### config.mk
export PLATFORM = sky130hd
export DESIGN_NAME = alu_seq_ctrl
export DESIGN_NICKNAME = d
export VERILOG_FILES = /design/src/rtl/alu_seq_ctrl.sv
export SDC_FILE = /design/constraint.sdc
export NUM_CORES = 1
export LEC_CHECK = 0
export BUFFER_PORTS_ARGS = -buffer_cell sky130_fd_sc_hd__buf_4
export CORE_ASPECT_RATIO = 1.4
export CORE_MARGIN = 2
export CORE_UTILIZATION = 49
export CTS_BUF_LIST = sky130_fd_sc_hd__clkbuf_8
export DETAILED_ROUTE_END_ITERATION = 6
export GPL_ROUTABILITY_DRIVEN = 0
export PLACE_DENSITY = 0.88
export SLEW_MARGIN = 15
export SYNTH_ARGS = -nofsm -noshare
export SYNTH_HDL_FRONTEND = slang
export SYNTH_SLANG_ARGS = --single-unit
### constraint.sdc
create_clock -name clk -period 2.8 [get_ports clk]
set_input_delay 0.14 -clock clk [delete_from_list [all_inputs] [get_ports clk]]
set_output_delay 0.14 -clock clk [all_outputs]
set_load 0.1 [all_outputs]
### src/rtl/alu_seq_ctrl.sv
// Control-step sequencer for register-register ALU instructions (fetch T0-T2, execute T3-T6).
// Optional macro UNARY_EN: legalises unary neg/not opcodes that skip T3 and read rb in T4.
module alu_seq_ctrl #(
    parameter int unsigned NREGS  = 16,
    parameter int unsigned OPC_W  = 5,
    parameter logic [4:0]  OP_MUL = 5'b01111,
    parameter logic [4:0]  OP_DIV = 5'b10000,
    parameter logic [4:0]  OP_MAX = 5'b10000
) (
    input  logic             clk,
    input  logic             clr,
    input  logic             start,
    input  logic             mem_rdy,
    input  logic [31:0]      ir,
    output logic             busy,
    output logic             done,
    output logic             illegal,
    output logic             PCout,
    output logic             MARin,
    output logic             IncPC,
    output logic             PCin,
    output logic             Read,
    output logic             MDRin,
    output logic             MDRout,
    output logic             IRin,
    output logic             Yin,
    output logic             Zlowin,
    output logic             Zhighin,
    output logic             Zlowout,
    output logic             Zhighout,
    output logic             LOin,
    output logic             HIin,
    output logic [NREGS-1:0] Rin,
    output logic [NREGS-1:0] Rout,
    output logic [OPC_W-1:0] ALUopcode
);

    localparam logic [2:0] S_IDLE = 3'd0;
    localparam logic [2:0] S_T0   = 3'd1;
    localparam logic [2:0] S_T1   = 3'd2;
    localparam logic [2:0] S_T2   = 3'd3;
    localparam logic [2:0] S_T3   = 3'd4;
    localparam logic [2:0] S_T4   = 3'd5;
    localparam logic [2:0] S_T5   = 3'd6;
    localparam logic [2:0] S_T6   = 3'd7;

    logic [2:0]       state_q, state_d;
    logic [4:0]       op_q;
    logic [3:0]       ra_q, rb_q, rc_q;
    logic             unary_q;
    logic             illegal_q, done_q;
    logic [OPC_W-1:0] alu_op_q;

    logic [4:0] ir_op;
    logic [3:0] ir_ra, ir_rb, ir_rc;
    logic       ir_unary, op_bad, reg_bad, dec_illegal, mul_div;
    logic       unused_ir;

    assign ir_op     = ir[31:27];
    assign ir_ra     = ir[26:23];
    assign ir_rb     = ir[22:19];
    assign ir_rc     = ir[18:15];
    assign unused_ir = ^ir[14:0];

`ifdef UNARY_EN
    assign ir_unary = (ir_op == 5'b10001) || (ir_op == 5'b10010);
`else
    assign ir_unary = 1'b0;
`endif

    // Unary ops have no rc operand, so rc is exempt from the range check.
    assign op_bad      = (ir_op > OP_MAX) && !ir_unary;
    assign reg_bad     = (32'(ir_ra) >= NREGS) || (32'(ir_rb) >= NREGS) ||
                         (!ir_unary && (32'(ir_rc) >= NREGS));
    assign dec_illegal = op_bad || reg_bad;
    assign mul_div     = (op_q == OP_MUL) || (op_q == OP_DIV);

    always_comb begin
        state_d = state_q;
        case (state_q)
            S_IDLE: if (start) state_d = S_T0;
            S_T0:   state_d = S_T1;
            S_T1:   if (mem_rdy) state_d = S_T2;
            S_T2: begin
                if (dec_illegal)   state_d = S_IDLE;
                else if (ir_unary) state_d = S_T4;
                else               state_d = S_T3;
            end
            S_T3:   state_d = S_T4;
            S_T4:   state_d = S_T5;
            S_T5:   state_d = mul_div ? S_T6 : S_IDLE;
            S_T6:   state_d = S_IDLE;
            default: state_d = S_IDLE;
        endcase
    end

    always_ff @(posedge clk) begin
        if (clr) begin
            state_q   <= S_IDLE;
            op_q      <= '0;
            ra_q      <= '0;
            rb_q      <= '0;
            rc_q      <= '0;
            unary_q   <= 1'b0;
            illegal_q <= 1'b0;
            done_q    <= 1'b0;
            alu_op_q  <= '0;
        end else begin
            state_q <= state_d;
            done_q  <= (state_q != S_IDLE) && (state_d == S_IDLE);
            if ((state_q == S_IDLE) && start)
                illegal_q <= 1'b0;
            if (state_q == S_T2) begin
                op_q    <= ir_op;
                ra_q    <= ir_ra;
                rb_q    <= ir_rb;
                rc_q    <= ir_rc;
                unary_q <= ir_unary;
                if (dec_illegal)
                    illegal_q <= 1'b1;
            end
            // Unary ops enter T4 straight from T2, before op_q holds the new opcode.
            if (state_d == S_T4)
                alu_op_q <= OPC_W'((state_q == S_T2) ? ir_op : op_q);
        end
    end

    always_comb begin
        PCout    = 1'b0;
        MARin    = 1'b0;
        IncPC    = 1'b0;
        PCin     = 1'b0;
        Read     = 1'b0;
        MDRin    = 1'b0;
        MDRout   = 1'b0;
        IRin     = 1'b0;
        Yin      = 1'b0;
        Zlowin   = 1'b0;
        Zhighin  = 1'b0;
        Zlowout  = 1'b0;
        Zhighout = 1'b0;
        LOin     = 1'b0;
        HIin     = 1'b0;
        Rin      = '0;
        Rout     = '0;
        case (state_q)
            S_T0: begin
                PCout   = 1'b1;
                MARin   = 1'b1;
                IncPC   = 1'b1;
                Zlowin  = 1'b1;
                Zhighin = 1'b1;
            end
            S_T1: begin
                Zlowout = 1'b1;
                PCin    = mem_rdy;
                Read    = 1'b1;
                MDRin   = 1'b1;
            end
            S_T2: begin
                MDRout = 1'b1;
                IRin   = 1'b1;
            end
            S_T3: begin
                Rout = NREGS'(1) << rb_q;
                Yin  = 1'b1;
            end
            S_T4: begin
                Rout    = NREGS'(1) << (unary_q ? rb_q : rc_q);
                Zlowin  = 1'b1;
                Zhighin = 1'b1;
            end
            S_T5: begin
                Zlowout = 1'b1;
                if (mul_div) LOin = 1'b1;
                else         Rin  = NREGS'(1) << ra_q;
            end
            S_T6: begin
                Zhighout = 1'b1;
                HIin     = 1'b1;
            end
            default: ;
        endcase
    end

    assign busy      = (state_q != S_IDLE);
    assign done      = done_q;
    assign illegal   = illegal_q;
    assign ALUopcode = alu_op_q;

endmodule

==> flow_summary.toml <==
[status]
status = "completed"

[clock_network]
cts_buffer_depth = 2
clk_latency_ns = 0.27
cts_setup_buffers = 0
htreeDepth = 1
cts.root.buffer_cell = "clkbuf_8"
cts_tree = "built"
cts_resized = 0
clkTransAtPathRegs_ns = 0.09
clock-sinks = 27
cts-hold-fix-buffers = 0
numCtsBuffers = 3

[synthesis]
synth_cell_types = 39
synth_top_flop_cell = "dfxtp_1"
yosys_warnings = 0
synth_cells = 210
syn_nets = 246
synth_seq_area_share = 0.337
mappedNetlistArea_mm2 = 0.00161
postSynthAreaPerCell_um2 = 7.64
synth_edf_count = 0
synth_seq_cells = 27
ys_async_sr_fraction = 0

[sta]
setup_violations = 0
fin_setup_tns_ns = 0
final.min_clock_period_ns = 2.55
worstMarginPinSlew_ns = 0.741
finalMaxSlewViolations = 0
slew_headroom = 0.492
skew_ns = 0.00306
period_share = 0.911
hold_viol = 0
rsz0062_at_grt = "false"
fmax_ghz = 0.392

[global_routing]
grt_pass1_vias = 1567
grt_pass1_wl_mm = 6.82
overflow = 0
antenna_found_initial = 0
grt_usage = 0.232
grt_max_degree = 29

[floorplan]
die_x_um = 52.4
core_area_mm2 = 0.00312
initial_core_util = 0.514
die_h_um = 71.7
fp.dieArea_mm2 = 0.00376
std_cell_rows = 24
io_pins = 91

[min_path]
hp-start = "ir[19]"
min_path_type = "input port to flip-flop"
whs_path_depth = 3
hold_path_end = "rb_q[0]$_SDFFE_PP0P_"

[finish]
multi_input_area_mm2 = 0.00109
nets = 310
n_antenna_cell = 0
regArea_um2 = 541
fin_cells = 312
syn2layout_area_growth_pct = 45.4
fillerInstances = 267
drive_gt1_frac = 0.396
stdcell_area_mm2 = 0.00233
final_core_util = 0.747

[power_and_ir_drop]
total_power_mw = 0.850
irDropWorstVdd_mv = 0.356
p_per_area_mw_per_mm2 = 364
power.leakage_nw = 0.948

[setup_path]
r2r-start = "state_q[0]$_SDFF_PP0_"
critical_path_class = "flip-flop to output pin"
worstPathArrival_ns = 2.41
critical_path_required_ns = 2.66
rrSetupSlack_ns = 0.78
reg2regPathDepth = 5
start_kind = "flip-flop"
end_kind = "output pin"
r2r-end = "ra_q[3]$_SDFFE_PP0P_"
worst-path-max-fanout = 17

[flow_run]
max_cap_viol_count = 0

[routing]
drc = 0
wl_per_cell_um = 13.7
finalWirelength_mm = 4.26
drtAntennaViolNets = 0
firstDrtPassIters = 4
vias = 1670
viasPerCell = 5.35
drt_iter0_drc = 28

[placed_design]
placed_cell_area_mm2 = 0.00228
port_buffers = 75
place_hpwl_mm = 3.21
place_inst = 308
==> synth_stat cells (2+ instances only) <==
library cell | count | area, µm²
dfxtp_1 | 27 | 541
o21ai_0 | 2 | 10.0
nor2b_1 | 5 | 31.3
mux2_2 | 2 | 22.5
nor4b_1 | 5 | 43.8
nand3b_2 | 2 | 22.5
buf_4 | 6 | 45.0
buf_6 | 2 | 22.5
inv_1 | 6 | 22.5
nand2_1 | 43 | 161
mux2i_1 | 8 | 80.1
nand2b_1 | 3 | 18.8
nand4_1 | 2 | 12.5
buf_2 | 6 | 30.0
and3_1 | 2 | 12.5
nor3_1 | 9 | 45.0
clkbuf_1 | 4 | 15.0
o2111ai_1 | 2 | 17.5
o211ai_1 | 2 | 15.0
a21oi_1 | 19 | 95.1
nand3_1 | 8 | 40.0
nor2_1 | 19 | 71.3
nor4_1 | 10 | 62.6
==> stage by stage <==
step	hold WS (ns)	setup slack, ns
2_1_floorplan	0.276	-1.17
3_3_place_gp	0.387	0.501
3_5_place_dp	0.394	0.437
4_1_cts	0.105	0.116
5_1_grt	0.112	0.0930
6_report	0.107	0.251
==> state kept, by name (all words and copies together) (netlist names) <==
register,count
rb_q,4
state_q,3
op_q,5
rc_q,4
done,1
illegal,1
ra_q,4
ALUopcode,5
==> logic make-up after synthesis <==
| group | Yosys count | share of synthesized area |
|---|---|---|
| and+or+nand+nor | 116 | 0.373 |
| AOI/OAI and AO/OA | 30 | 0.116 |
| DFF | 27 | 0.337 |
| buffers and inverters | 25 | 0.0865 |
| muxes | 12 | 0.0873 |
==> routing by layer <==
metal  share of wire  wire [µm]  global-route usage  up-vias
met5               0          0                   0        -
met4           0.012         50              0.0798        0
met3           0.042        178              0.0229        5
met2            0.56       2400               0.446       47
met1            0.38       1640               0.253      762
li1                -          -                   -      856
==> layout by cell type (no fill, tap or decap), types with 2 or more instances in the layout <==
| cell type | instances |
|---|---|
| buf_4 | 77 |
| nand2_1 | 43 |
| dfxtp_1 | 27 |
| nor2_1 | 19 |
| a21oi_1 | 19 |
| nand3_1 | 8 |
| mux2i_1 | 7 |
| inv_1 | 6 |
| nor3_1 | 6 |
| nor2b_1 | 5 |
| nor4_2 | 5 |
| nor4b_4 | 4 |
| nand2b_1 | 3 |
| nor4_4 | 3 |
| nor3_2 | 3 |
| clkbuf_8 | 3 |
| nand3b_2 | 2 |
| and3_1 | 2 |
| nand4_1 | 2 |
| mux2_2 | 2 |
| nor4_1 | 2 |
| o2111ai_1 | 2 |
| o211ai_1 | 2 |
| o21ai_0 | 2 |
==> power breakdown <==
part	internal [mW]	switching, mW	leakage [nW]
clock	0.0983	0.117	0.0269
sequential	0.392	0.0180	0.218
combinational	0.0603	0.165	0.703
total	0.550	0.300	0.948
==> area by class of cell <==
type | count | area share
Multi-Input combinational cell | 158 | 0.468
Timing Repair Buffer | 77 | 0.248
Sequential cell | 27 | 0.232
Tap cell | 39 | 0.0209
Clock buffer | 3 | 0.0177
Inverter | 7 | 0.0129
Clock inverter | 1 | 0.00161
==> how the worst max path moves through the flow <==
stage | from | endpoint | slack, ns | cells past startpoint
6_report | state_q[0]$_SDFF_PP0_ | Rout[15] | 0.25 | 4
5_1_grt | state_q[0]$_SDFF_PP0_ | Rout[4] | 0.09 | 4
4_1_cts | state_q[0]$_SDFF_PP0_ | Rout[15] | 0.12 | 4
3_5_place_dp | state_q[0]$_SDFF_PP0_ | Rout[15] | 0.44 | 4
3_3_place_gp | state_q[0]$_SDFF_PP0_ | Rout[13] | 0.50 | 4
2_1_floorplan | state_q[2]$_SDFF_PP0_ | Rout[14] | -1.17 | 4
==> critical path: stages (launching register included) <==
cell	delay, ns
dfxtp_1	0.73
nand3b_2	0.32
mux2i_1	0.35
nor4_1	0.38
buf_4	0.36
Power figures use the tool's default switching activity.
